## config.mk

```make
export PLATFORM = sky130hd
export DESIGN_NAME = xrv1_tcm_arb
export DESIGN_NICKNAME = d
export VERILOG_FILES = /design/src/rtl/xrv1_tcm_arb_pkg.sv /design/src/rtl/xrv1_tag_fifo.sv /design/src/rtl/xrv1_tcm_arb.sv
export SDC_FILE = /design/constraint.sdc
export NUM_CORES = 1
export LEC_CHECK = 0
export ABC_AREA = 1
export CORE_AREA = 2 2 109 111
export DETAILED_ROUTE_END_ITERATION = 10
export DIE_AREA = 0 0 111 113
export PLACE_DENSITY = 0.67
export SLEW_MARGIN = 20
export SYNTH_ARGS = -nofsm -noshare
export SYNTH_HDL_FRONTEND = slang
export SYNTH_HIERARCHICAL = 1
export SYNTH_SLANG_ARGS = --single-unit
```

## constraint.sdc

```tcl
create_clock -name clk_i -period 2.18 [get_ports clk_i]
set_input_delay 0.436 -clock clk_i [delete_from_list [all_inputs] [get_ports clk_i]]
set_output_delay 0.436 -clock clk_i [all_outputs]
set_load 0.02 [all_outputs]
```

## src/rtl/xrv1_tcm_arb_pkg.sv

```systemverilog
// Shared types and helpers for the imem/dmem TCM arbiter.
package xrv1_tcm_arb_pkg;

  typedef enum logic {
    SRC_IMEM = 1'b0,
    SRC_DMEM = 1'b1
  } src_e;

  function automatic int ptr_w(input int depth);
    return (depth > 1) ? $clog2(depth) : 1;
  endfunction

endpackage

```

## src/rtl/xrv1_tag_fifo.sv

```systemverilog
// In-order tag FIFO: pop_data is the oldest entry; push/pop take effect at the clock edge.
// No bypass; a push while full or a pop while empty is ignored.
module xrv1_tag_fifo
  import xrv1_tcm_arb_pkg::*;
#(
  parameter int WIDTH = 1,
  parameter int DEPTH = 4
) (
  input  logic                   clk_i,
  input  logic                   rst_i,
  input  logic                   push,
  input  logic [WIDTH-1:0]       push_data,
  input  logic                   pop,
  output logic [WIDTH-1:0]       pop_data,
  output logic                   full,
  output logic                   empty,
  output logic [$clog2(DEPTH):0] count
);

  localparam int PW = ptr_w(DEPTH);
  localparam int CW = $clog2(DEPTH) + 1;
  localparam logic [CW-1:0] FULL_CNT = CW'(DEPTH);

  logic [WIDTH-1:0] mem [DEPTH];
  logic [PW-1:0]    wr_ptr;
  logic [PW-1:0]    rd_ptr;
  logic             do_push;
  logic             do_pop;

  assign full     = (count == FULL_CNT);
  assign empty    = (count == '0);
  assign do_push  = push & ~full;
  assign do_pop   = pop & ~empty;
  assign pop_data = mem[rd_ptr];

  // DEPTH is a power of two, so pointers wrap by natural overflow.
  always_ff @(posedge clk_i) begin
    if (rst_i) begin
      wr_ptr <= '0;
      rd_ptr <= '0;
      count  <= '0;
    end else begin
      if (do_push) wr_ptr <= wr_ptr + PW'(1);
      if (do_pop)  rd_ptr <= rd_ptr + PW'(1);
      case ({do_push, do_pop})
        2'b10:   count <= count + CW'(1);
        2'b01:   count <= count - CW'(1);
        default: count <= count;
      endcase
    end
  end

  always_ff @(posedge clk_i) begin
    if (do_push) mem[wr_ptr] <= push_data;
  end

endmodule

```

## src/rtl/xrv1_tcm_arb.sv

```systemverilog
// Shares one TCM request/response channel between imem and dmem, routing responses back by source tag.
// Zero-latency combinational request path; stalls both requesters when MAX_OUTST requests are outstanding.
module xrv1_tcm_arb
  import xrv1_tcm_arb_pkg::*;
#(
  parameter int MAX_OUTST    = 4,
  parameter int STARVE_LIMIT = 3
) (
  input  logic        clk_i,
  input  logic        rst_i,
  input  logic        imem_req_vld_i,
  output logic        imem_req_rdy_o,
  input  logic [31:0] imem_req_addr_i,
  output logic        imem_resp_vld_o,
  output logic [31:0] imem_resp_data_o,
  input  logic        dmem_req_vld_i,
  output logic        dmem_req_rdy_o,
  input  logic [31:0] dmem_req_addr_i,
  input  logic        dmem_req_w_en_i,
  input  logic [3:0]  dmem_req_w_be_i,
  input  logic [31:0] dmem_req_w_data_i,
  output logic        dmem_resp_vld_o,
  output logic [31:0] dmem_resp_r_data_o,
  output logic        dmem_resp_err_o,
  output logic        mem_req_vld_o,
  input  logic        mem_req_rdy_i,
  output logic [31:0] mem_req_addr_o,
  output logic        mem_req_w_en_o,
  output logic [3:0]  mem_req_w_be_o,
  output logic [31:0] mem_req_w_data_o,
  input  logic        mem_resp_vld_i,
  input  logic [31:0] mem_resp_data_i,
  input  logic        mem_resp_err_i
);

  localparam int CNT_W = $clog2(MAX_OUTST) + 1;
  localparam int STV_W = $clog2(STARVE_LIMIT + 1);
  localparam logic [STV_W-1:0] STV_MAX = STV_W'(STARVE_LIMIT);

  logic             lock_vld;
  src_e             lock_src;
  logic [STV_W-1:0] starve_cnt;

  logic             gnt_vld;
  src_e             gnt_src;
  logic             req_hs;
  logic             gnt_dmem;

  logic             tag_full;
  logic             tag_empty;
  logic [CNT_W-1:0] tag_cnt;
  logic [0:0]       push_tag;
  logic [0:0]       tag_head;
  src_e             resp_src;
  logic             resp_pop;

  always_comb begin
    gnt_vld = 1'b0;
    gnt_src = SRC_DMEM;
    if (lock_vld) begin
      gnt_src = lock_src;
      gnt_vld = (lock_src == SRC_DMEM) ? dmem_req_vld_i : imem_req_vld_i;
    end else if (imem_req_vld_i && dmem_req_vld_i) begin
      gnt_vld = 1'b1;
      gnt_src = (starve_cnt == STV_MAX) ? SRC_IMEM : SRC_DMEM;
    end else if (imem_req_vld_i) begin
      gnt_vld = 1'b1;
      gnt_src = SRC_IMEM;
    end else if (dmem_req_vld_i) begin
      gnt_vld = 1'b1;
      gnt_src = SRC_DMEM;
    end
  end

  assign gnt_dmem         = (gnt_src == SRC_DMEM);
  assign mem_req_vld_o    = gnt_vld & ~tag_full & ~rst_i;
  assign req_hs           = mem_req_vld_o & mem_req_rdy_i;
  assign imem_req_rdy_o   = req_hs & ~gnt_dmem;
  assign dmem_req_rdy_o   = req_hs & gnt_dmem;
  assign mem_req_addr_o   = gnt_dmem ? dmem_req_addr_i : imem_req_addr_i;
  assign mem_req_w_en_o   = gnt_dmem & dmem_req_w_en_i;
  assign mem_req_w_be_o   = gnt_dmem ? dmem_req_w_be_i : 4'b0000;
  assign mem_req_w_data_o = gnt_dmem ? dmem_req_w_data_i : 32'h0;

  // A stalled grant is pinned so the offered payload cannot switch source mid-request.
  always_ff @(posedge clk_i) begin
    if (rst_i) begin
      lock_vld <= 1'b0;
      lock_src <= SRC_IMEM;
    end else if (mem_req_vld_o && !mem_req_rdy_i) begin
      lock_vld <= 1'b1;
      lock_src <= gnt_src;
    end else if (req_hs) begin
      lock_vld <= 1'b0;
    end
  end

  always_ff @(posedge clk_i) begin
    if (rst_i) begin
      starve_cnt <= '0;
    end else if (!imem_req_vld_i || (req_hs && !gnt_dmem)) begin
      starve_cnt <= '0;
    end else if (req_hs && starve_cnt != STV_MAX) begin
      starve_cnt <= starve_cnt + STV_W'(1);
    end
  end

  assign push_tag = gnt_src;

  xrv1_tag_fifo #(
    .WIDTH (1),
    .DEPTH (MAX_OUTST)
  ) u_tag_fifo (
    .clk_i     (clk_i),
    .rst_i     (rst_i),
    .push      (req_hs),
    .push_data (push_tag),
    .pop       (resp_pop),
    .pop_data  (tag_head),
    .full      (tag_full),
    .empty     (tag_empty),
    .count     (tag_cnt)
  );

  // Responses with no recorded tag (e.g. in flight across reset) are dropped.
  assign resp_pop           = mem_resp_vld_i & ~tag_empty & ~rst_i;
  assign resp_src           = src_e'(tag_head);
  assign imem_resp_vld_o    = resp_pop & (resp_src == SRC_IMEM);
  assign dmem_resp_vld_o    = resp_pop & (resp_src == SRC_DMEM);
  assign imem_resp_data_o   = imem_resp_vld_o ? mem_resp_data_i : 32'h0;
  assign dmem_resp_r_data_o = dmem_resp_vld_o ? mem_resp_data_i : 32'h0;
  assign dmem_resp_err_o    = mem_resp_err_i & dmem_resp_vld_o;

  assert property (@(posedge clk_i) disable iff (rst_i) tag_cnt <= CNT_W'(MAX_OUTST));

endmodule

```

==> metrics.csv <==
stage,metric,value,unit
status,status,"complete, no violations",
drt,initial drt markers,102,
drt,wl on met1,3.94,mm
timing,transition time of the tightest slew-check pin,0.208,ns
global_routing,largest net degree at the start of global routing,34,
yosys,sequential area share after synthesis,17.9,%
layout,fraction of layout cells with a size suffix above 1,36.6,%
layout,final core occ,49.9,%
floorplan,DIE AREA,0.0125,mm^2
yosys,"Avg Cell Area, Syn",5.12,um^2
place,final weighted congestion in routability-driven placement,0.835,
layout,total number of nets in the final design,881,
critical_path,CP Capture Type,primary output,
layout,area growth from synthesis to layout,165,%
layout,total inserted antenna cells,0,
timing,final period demand of the worst path,2.12,ns
clock_tree,count of clock tree sinks,17,
drt,number of vias after detailed routing,3524,
critical_path,cell type of the slowest stage on the worst timing path,sky130_fd_sc_hd__dfxtp_2,
clock_tree,Clock Path Buffers,2,
clock_tree,H-tree Lvls,1,
yosys,Yosys warning count,6,
clock_tree,clock root cell,sky130_fd_sc_hd__clkbuf_16,
timing,Setup-failing EPs final,0,
hold_path,Tightest Hold Check Type,reg2reg,
timing,Fin Clk Skew,0.00126,ns
yosys,count of different cell masters after synthesis,24,
critical_path,Required @ worst endpoint,1.74,ns
timing,summed negative setup slack over all endpoints,0,ns
critical_path,worst setup path category,reg2out,
critical_path,crit path DAT,1.69,ns
critical_path,Startpoint Class,register,
layout,number of standard cells in the final layout excluding fillers,876,
yosys,"Net Count, Synth",562,
global_routing,wire length of the first global-routing pass,15.9,mm
timing,RSZ-0062 raised after global routing,yes,
critical_path,chain of cells forming the critical path,ha_4 -> inv_2 -> nand2_2 -> nand3_2 -> nand2_4 -> buf_4 -> buf_4 -> buf_4 -> nand2_1 -> nand2_1 -> buf_6,
power,Peak supply drop,0.208,mV
drt,via/cell ratio,4.02,
clock_tree,"CTS clk-pin slew, worst paths",0.05,ns
timing,Post-Route Hold Slack,0.487,ns
place,number of buffer cells added on primary ports,278,
global_routing,total congestion overflow after global routing,0,
timing,share of the clock period used by the worst path,97.3,%
floorplan,floorplan core area,0.0113,mm^2
critical_path,most prevalent standard cell on the critical path,sky130_fd_sc_hd__buf_4,
yosys,flip-flop and latch count after synthesis,17,
drt,residual antenna-violating net count after detailed routing,0,
global_routing,number of antenna violations at the first check in global routing,0,
power,post-layout power,2.02,mW
run,number of max-capacitance violations reported,0,
drt,met3 WL post-DR,906,um
yosys,area of the mapped netlist,0.00212,mm^2
power,total power divided by cell area,359,mW/mm^2
drt,average wire length per cell after detail routing,12.7,um
timing,Final Slew Violations,0,
clock_tree,clock latency reported for the late side of the worst-skew pair,0.25,ns
global_routing,total global-route track usage,15.4,%
global_routing,via count of the first global-routing pass,3399,
critical_path,CP max FO,7,
drt,drt total wl,11.2,mm
place,number of cells after detailed placement,851,
critical_path,largest stage delay on the critical path,0.33,ns
place,estimated wirelength of the detail-placed design,8.76,mm
floorplan,number of placed I/O pins,279,
yosys,Gate Count Post-Synth,415,
floorplan,starting density of the core,18.8,%
timing,number of hold violations in the final report,0,
timing,peak clock frequency supported by timing,0.471,GHz
floorplan,Die X,111,um
drt,DRC errors left,0,
floorplan,Die H,113,um
drt,Pre-Repair DR Iteration Count,4,
timing,relative slew slack,86.0,%
clock_tree,number of buffers created by CTS,3,
drt,routed length on met2,6.14,mm
floorplan,standard-cell rows,39,
power,standby leakage power,2.97,nW
drt,top layer used by detailed routing,met4,
clock_tree,clock tree from TritonCTS,done,
## power by group
group | switching (mW) | internal [mW] | total (mW) | leakage, nW
registers | 0.00963 | 0.338 | 0.348 | 0.144
clock network | 0.126 | 0.246 | 0.371 | 0.0409
logic | 0.655 | 0.643 | 1.30 | 2.78
## worst max-delay path, delay by kind of cell, from the launching register on
family	cells	cell delay (ns)
buf+inv	5	0.61
fa+ha+maj	1	0.15
simple gates	5	0.33
flops	1	0.33
## what timing repair did
| item | in CTS | in global routing |
|---|---|---|
| buffers inserted | 11 | 5 |
| setup endpoints to repair | 141 | 110 |
| gates resized for setup | 520 | 191 |
| pin swaps | 5 | 13 |
| hold buffers | 0 | 0 |
| gates cloned | 4 | 2 |
## synth_stat cells
cell type | number | area, um^2
sky130_fd_sc_hd__nand3b_1 | 1 | 7.51
sky130_fd_sc_hd__nand4_1 | 4 | 25.0
sky130_fd_sc_hd__nand3_2 | 2 | 20.0
sky130_fd_sc_hd__a21oi_4 | 1 | 16.3
sky130_fd_sc_hd__edfxtp_1 | 4 | 120
sky130_fd_sc_hd__nand2_1 | 115 | 432
sky130_fd_sc_hd__o21ai_0 | 6 | 30.0
sky130_fd_sc_hd__nand3_4 | 1 | 17.5
sky130_fd_sc_hd__fa_1 | 1 | 20.0
sky130_fd_sc_hd__dfxtp_1 | 13 | 260
sky130_fd_sc_hd__inv_2 | 9 | 33.8
sky130_fd_sc_hd__nor2_4 | 2 | 22.5
sky130_fd_sc_hd__buf_4 | 3 | 22.5
sky130_fd_sc_hd__nor2_2 | 4 | 25.0
sky130_fd_sc_hd__buf_6 | 6 | 67.6
sky130_fd_sc_hd__nand2_2 | 3 | 18.8
sky130_fd_sc_hd__a21oi_1 | 9 | 45.0
sky130_fd_sc_hd__a211oi_1 | 1 | 7.51
sky130_fd_sc_hd__nor2_1 | 115 | 432
sky130_fd_sc_hd__inv_1 | 95 | 357
sky130_fd_sc_hd__nand3_1 | 6 | 30.0
sky130_fd_sc_hd__nor3_1 | 1 | 5.00
sky130_fd_sc_hd__buf_2 | 7 | 35.0
sky130_fd_sc_hd__ha_1 | 6 | 75.1
## kinds of logic (layout without fill, tap and decap cells)
| kind of cell | after synthesis | in the layout | synth area share [%] |
|---|---|---|---|
| AOI/OAI and AO/OA | 17 | 17 | 4.65 |
| adders and majority gates | 7 | 7 | 4.48 |
| buffers and inverters | 120 | 438 | 24.3 |
| DFF | 17 | 17 | 17.9 |
| and+or+nand+nor | 254 | 254 | 48.7 |
## layout make-up
type	instances	area, um^2
multi-input combinational	278	1510
tap	143	179
sequential	17	387
timing repair inverter	2	36.3
inverter	104	423
clock inverter	1	5.00
clock buffer	3	75.1
fill	1149	5650
timing repair buffer	328	3010
## path summary, 6_finish.rpt
path                                                         from                               end  slack, ns  depth (start not counted)
worst max-delay path                   starve_cnt[1]$_SDFFE_PP0P_                 mem_req_addr_o[3]       0.06                         11
worst min-delay path            u_tag_fifo/rd_ptr[0]$_SDFFE_PP0P_                          register       0.49                          2
worst max register to register   u_tag_fifo/count[1]$_SDFFE_PP0P_  u_tag_fifo/count[1]$_SDFFE_PP0P_       0.15                         13
worst min register to register  u_tag_fifo/rd_ptr[0]$_SDFFE_PP0P_                          register       0.49                          2
## cell usage in the layout (no fill, tap or decap), types with 4 or more instances in the layout
| master | netlist | layout |
|---|---|---|
| sky130_fd_sc_hd__clkdlybuf4s50_1 | 0 | 135 |
| sky130_fd_sc_hd__nand2_1 | 115 | 108 |
| sky130_fd_sc_hd__inv_1 | 95 | 93 |
| sky130_fd_sc_hd__nor2_1 | 115 | 83 |
| sky130_fd_sc_hd__buf_2 | 7 | 64 |
| sky130_fd_sc_hd__buf_4 | 3 | 50 |
| sky130_fd_sc_hd__buf_6 | 6 | 34 |
| sky130_fd_sc_hd__nor2_4 | 2 | 27 |
| sky130_fd_sc_hd__clkdlybuf4s15_2 | 0 | 26 |
| sky130_fd_sc_hd__nor2_2 | 4 | 11 |
| sky130_fd_sc_hd__a21oi_1 | 9 | 9 |
| sky130_fd_sc_hd__inv_2 | 9 | 8 |
| sky130_fd_sc_hd__nand2_2 | 3 | 8 |
| sky130_fd_sc_hd__dfxtp_1 | 13 | 8 |
| sky130_fd_sc_hd__buf_12 | 0 | 6 |
| sky130_fd_sc_hd__dfxtp_2 | 0 | 5 |
| sky130_fd_sc_hd__nand4_1 | 4 | 4 |
| sky130_fd_sc_hd__o21ai_0 | 6 | 4 |
| sky130_fd_sc_hd__nand3_1 | 6 | 4 |
| sky130_fd_sc_hd__clkbuf_2 | 0 | 4 |
| sky130_fd_sc_hd__ha_1 | 6 | 4 |
| sky130_fd_sc_hd__edfxtp_1 | 4 | 4 |
## per-stage QoR
| step | cell area, um^2 | setup slack, ns |
|---|---|---|
| finish | 5630 | 0.0586 |
| global route | 5630 | -0.0985 |
| CTS | 5270 | 0.000419 |
| detailed placement | 5210 | -0.588 |
| global placement | 5210 | -0.582 |
| floorplan | 2120 | 0.149 |
## metal layers
layer | global-route usage, % | vias up
met5 | 0 | -
met4 | 2.83 | 0
met3 | 4.50 | 11
met2 | 31.8 | 175
met1 | 15.3 | 1521
li1 | - | 1817
Power figures use the tool's default switching activity.
